==> src/rtl/register_file.sv <==
// -----------------------------------------------------------------------------
// register_file
//
// 32-entry by N-bit register file for the CPU datapath. One synchronous write
// port fed by writeback, two combinational read ports feeding the ALU operand
// inputs. Register x0 has no storage and always reads zero.
//
// Optional build macro: REGFILE_BYPASS_EN
//   When defined, each read port forwards wr_data combinationally when it
//   addresses the register being written in the same cycle (never for x0,
//   never while rst is high). When undefined, no forwarding logic exists and
//   a read-during-write returns the old value until the rising edge.
//
// Parameters:
//   N        data width of every register and of the data ports
//
// Ports:
//   clk      system clock, all state updates on the rising edge
//   rst      synchronous active-high reset, clears x1..x31, beats any write
//   wr_ena   write enable
//   wr_addr  write register index
//   wr_data  write data, stored verbatim
//   rd_addr0 read port 0 register index
//   rd_data0 read port 0 data (combinational)
//   rd_addr1 read port 1 register index
//   rd_data1 read port 1 data (combinational)
// -----------------------------------------------------------------------------

// 32:1 multiplexer, one per read port.
module mux32 #(
    parameter int N = 32
) (
    input  logic [31:0][N-1:0] data_in,
    input  logic [4:0]         sel,
    output logic [N-1:0]       data_out
);

    assign data_out = data_in[sel];

endmodule

module register_file #(
    parameter int N = 32
) (
    input  logic         clk,
    input  logic         rst,
    input  logic         wr_ena,
    input  logic [4:0]   wr_addr,
    input  logic [N-1:0] wr_data,
    input  logic [4:0]   rd_addr0,
    output logic [N-1:0] rd_data0,
    input  logic [4:0]   rd_addr1,
    output logic [N-1:0] rd_data1
);

    // Flattened view of all 32 registers as seen by the read muxes.
    // Slot 0 is a constant zero rather than a storage element.
    logic [31:0][N-1:0] reg_view;
    logic [N-1:0]       mux_data0;
    logic [N-1:0]       mux_data1;

    assign reg_view[0] = '0;

    // One-hot write decode gated by wr_ena. Only x1..x31 get a decode line,
    // so a write to x0 simply has nowhere to land.
    genvar gi;
    generate
        for (gi = 1; gi < 32; gi++) begin : g_reg
            logic         wr_sel;
            logic [N-1:0] x_reg;

            assign wr_sel = wr_ena && (wr_addr == 5'(gi));

            // Reset is checked first so it discards a coincident write.
            always_ff @(posedge clk) begin
                if (rst) begin
                    x_reg <= '0;
                end else if (wr_sel) begin
                    x_reg <= wr_data;
                end
            end

            assign reg_view[gi] = x_reg;
        end
    endgenerate

    mux32 #(.N(N)) u_rd_mux0 (
        .data_in  (reg_view),
        .sel      (rd_addr0),
        .data_out (mux_data0)
    );

    mux32 #(.N(N)) u_rd_mux1 (
        .data_in  (reg_view),
        .sel      (rd_addr1),
        .data_out (mux_data1)
    );

`ifdef REGFILE_BYPASS_EN
    // Write-through forwarding: a port addressing the register being written
    // this cycle sees the incoming data immediately. x0 and reset cycles are
    // excluded so x0 stays zero and reset never leaks write data.
    logic bypass0;
    logic bypass1;

    assign bypass0 = wr_ena && !rst && (wr_addr != 5'd0) && (rd_addr0 == wr_addr);
    assign bypass1 = wr_ena && !rst && (wr_addr != 5'd0) && (rd_addr1 == wr_addr);

    assign rd_data0 = bypass0 ? wr_data : mux_data0;
    assign rd_data1 = bypass1 ? wr_data : mux_data1;
`else
    // No forwarding: a read-during-write returns the pre-edge contents.
    assign rd_data0 = mux_data0;
    assign rd_data1 = mux_data1;
`endif

endmodule

==> config.mk <==
export PLATFORM = sky130hd
export DESIGN_NAME = register_file
export DESIGN_NICKNAME = d
export VERILOG_FILES = /design/src/rtl/register_file.sv
export SDC_FILE = /design/constraint.sdc
export NUM_CORES = 2
export LEC_CHECK = 0
export BUFFER_PORTS_ARGS = -buffer_cell sky130_fd_sc_hd__buf_2
export CAP_MARGIN = 10
export CORE_MARGIN = 2
export CORE_UTILIZATION = 46
export DETAILED_ROUTE_END_ITERATION = 7
export PLACE_DENSITY = 0.64
export RECOVER_POWER = 100
export SYNTH_ARGS = -nofsm -noshare
export SYNTH_HDL_FRONTEND = slang
export SYNTH_SLANG_ARGS = --single-unit
==> constraint.sdc <==
create_clock -name clk -period 4.3 [get_ports clk]
set_clock_uncertainty 0.05 [all_clocks]
set_input_delay 1.29 -clock clk [delete_from_list [all_inputs] [get_ports clk]]
set_output_delay 1.29 -clock clk [all_outputs]
set_load 0.05 [all_outputs]
==> run_results.csv <==
group,metric,value,unit
yosys,yosysTopAreaCellShare,38.8,%
timing,fmax,225,MHz
route,vias,51300,
yosys,yosysMostFrequentCell,"nand2_1",
yosys,netlist_area,51200,µm²
route,final_antenna_net_count,0,
die,coreArea,111000,µm²
yosys,syn_area_per_cell,7.78,µm²
timing,fin_crit,4.45,ns
final_layout,stdcell_area,64100,µm²
placed_design,place_area,56500,µm²
die,die-width,338,µm
critical_path,path_cells,"buf_12 -> buf_12 -> buf_8 -> mux4_2 -> nor2b_4 -> nor3_4 -> a31oi_2 -> buf_4 -> nand3_4 -> buf_8",
power_and_ir_drop,p_leak,23.6,nW
yosys,ys_async_sr_fraction,0,%
route,postRouteWirelength,204000,µm
yosys,syn_inst,6580,
critical_path,critical_path_class,"primary input to primary output",
critical_path,crit_buf_inv,5,
yosys,synth-edff-count,0,
run,max_cap_viol_count,9,
cts,cts_htree_levels,3,
cts,cts_buffers,106,
critical_path,arrival,3.11,ns
timing,maxSlewHeadroom,-55.7,%
critical_path,cp_max_fo,6,
placed_design,gp_congestion,0.924,
grt,grt_max_degree,120,
yosys,synth_nets,6630,
critical_path,worstSetupStartpointType,"primary input",
critical_path,worstSetupEndpointType,"primary output",
die,die-height,338,µm
min_path,hold_path_class,"flop to flop",
cts,root_buffer,"clkbuf_16",
critical_path,cp.required,2.96,ns
final_layout,drive_gt1_share,18.6,%
grt,grt_pass1_wl,299000,µm
yosys,ys_seq_area_share,38.8,%
yosys,yosysTopAreaCell,"dfxtp_1",
final_layout,area_delta_synth_final,25.3,%
run_status,failed_checks,"max-capacitance violations, max-slew violations, negative setup slack",
timing,final_max_slew_viol_count,228,
yosys,yosys-top-cells-count,"2147 x nand2_1, 1120 x a21oi_1, 992 x dfxtp_1",
cts,clk_latency,0.68,ns
final_layout,n_fill_cell,9611,
yosys,synth_ff_type,"dfxtp_1",
placed_design,dp.cells,7962,
die,io_pins,114,
grt,grt.overflow.total,0,
route,viasPerCell,6.20,
final_layout,nets,6735,
power_and_ir_drop,ir_drop,0.294,mV
grt,grtUsageTotal,34.1,%
cts,clock_sinks,992,
timing,finalWorstSetupSlack,-0.152,ns
cts,hold_buffers,0,
die,rows,122,
critical_path,reg2reg_setup_slack,3.44,ns
final_layout,finalCoreUtilization,58.0,%
route,wl_per_cell,24.7,µm
grt,antenna_found_initial,15,
critical_path,crit_slowest_cell,"mux4_2",
timing,tightest_slew,2.34,ns
route,drt_pass1_iterations,6,
cts,clkSlewWorstSetupHoldPaths,0.06,ns
placed_design,place_hpwl,121000,µm
run_status,status,"finished, violations left",
power_and_ir_drop,cellPowerDensity,352,nW/µm²
yosys,yosys_warnings,0,
cts,cts_tree,"built",
timing,setup_viol,43,
yosys,synth_cell_types,28,
timing,rsz0062_at_grt,"yes",
die,start_util,46.3,%
critical_path,cp_slowest_stage_delay,0.54,ns
yosys,synth-seq-cells,992,
die,dieArea,114000,µm²
timing,period_share,104,%
route,drc,0,
timing,hold_violations,0,
placed_design,io_buffers,113,
critical_path,crit_family,"buffers and inverters",
route,drt-initial-drc-count,6930,
grt,grt_pass1_vias,48300,
final_layout,stdcell_count,8272,
yosys,synth.top_cells.by_area,"dfxtp_1 39%, nand2_1 16%, mux2i_1 15%, a21oi_1 11%, a22oi_1 3.8%",
final_layout,largest_register_ffs,992,
cts,cts_buffer_depth,3,
## per-layer routing
layer	part of all wire [%]	track usage (%)	up-vias
met5	0.030	0	-
met4	5.2	17.2	10
met3	11	7.08	694
met2	45	53.6	3152
met1	39	44.3	24500
li1	-	-	22900
## kinds of logic (layout without fill, tap and decap cells)
kind of cell    count (synthesis)  after routing  share of synthesized area (%)
buf+inv                       652            845                           5.46
other cells                     0             11                              0
mux                           896            896                           19.2
flops                         992            992                           38.8
simple gates                 2536           2536                           20.0
compound gates               1504           1504                           16.6
## worst reg2reg max path, delay by kind of cell, from the launching register on
kind             cells  cell delay, ns
flip-flops           1            0.42
AO/OA/AOI/OAI        1            0.22
AND/OR/NAND/NOR      1            0.09
## report_power, final
part	internal, mW	switching [mW]	leakage (nW)
registers	9.26	0.0525	8.00
logic	1.27	1.96	13.8
clock network	5.97	4.04	1.87
## path summary, 6_finish.rpt
| kind | start | to | depth (start not counted) |
|---|---|---|---|
| hold reg to reg | g_reg[1].x_reg[2] | g_reg[1].x_reg[2] | 2 |
| setup / recovery | rd_addr1[0] | rd_data1[3] | 10 |
| setup reg to reg | g_reg[15].x_reg[8] | g_reg[15].x_reg[8] | 2 |
| hold / removal | g_reg[1].x_reg[2] | g_reg[1].x_reg[2] | 2 |
## area by class of cell
type                    count  area, µm²  share of cell area, %
repair buffers            649       7910                   12.3
clock inverters            48        653                   1.02
diodes                     11       27.5                 0.0429
multi-input cells        4936      30700                   47.9
flip-flops and latches    992      19900                   31.0
well taps                1488       1860                   2.90
clock buffers             148       3130                   4.88
## cell usage in the layout, fill, tap and decap left out, types with 14 or more instances in the layout
cell       synthesis  routed
nor2b_4            0      16
nor3_2            10      38
a22oi_1          256     237
a221oi_2           0      41
mux2i_1          768     755
clkbuf_8           0      28
buf_4             36     274
nand2_1         2147    2140
bufinv_16          0      15
nor2b_2            0      26
mux4_2            64      64
clkbuf_1         451      26
clkbuf_16          0     123
a31oi_1           64      44
clkinv_2           0      23
a21oi_1         1120    1113
mux2_2            64      59
clkbuf_2           0      25
dfxtp_1          992     992
nand3_1          192     111
a22oi_2            0      19
buf_16             0      23
nor2b_1           74      32
buf_8              0      57
nor3_1            65      24
buf_2            157      43
nor3_4             1      14
buf_12             0     142
nand3_4            0      42
buf_6              2      49
nand3_2            0      39
## through the flow
step | setup TNS [ns] | setup slack, ns | hold slack (ns) | power, mW
final | -2.71 | -0.152 | 0.415 | 22.6
after floorplan | 0 | 0.0840 | 0.392 | 11.0
after global placement | -16.26 | -0.473 | 0.399 | 12.1
after CTS | -1.71 | -0.106 | 0.417 | 22.3
after global routing | -3.92 | -0.159 | 0.432 | 23.0
after detailed placement | -17.41 | -0.481 | 0.409 | 12.1
## what timing repair did
item | in CTS | in global routing
buffers inserted | 39 | 37
endpoints found under the setup margin | 64 | 64
gates cloned | 21 | 15
pin swaps | 33 | 79
hold endpoints to repair | 0 | 0
resized for setup | 388 | 216
Note: power is estimated with default switching activity, not from simulation.
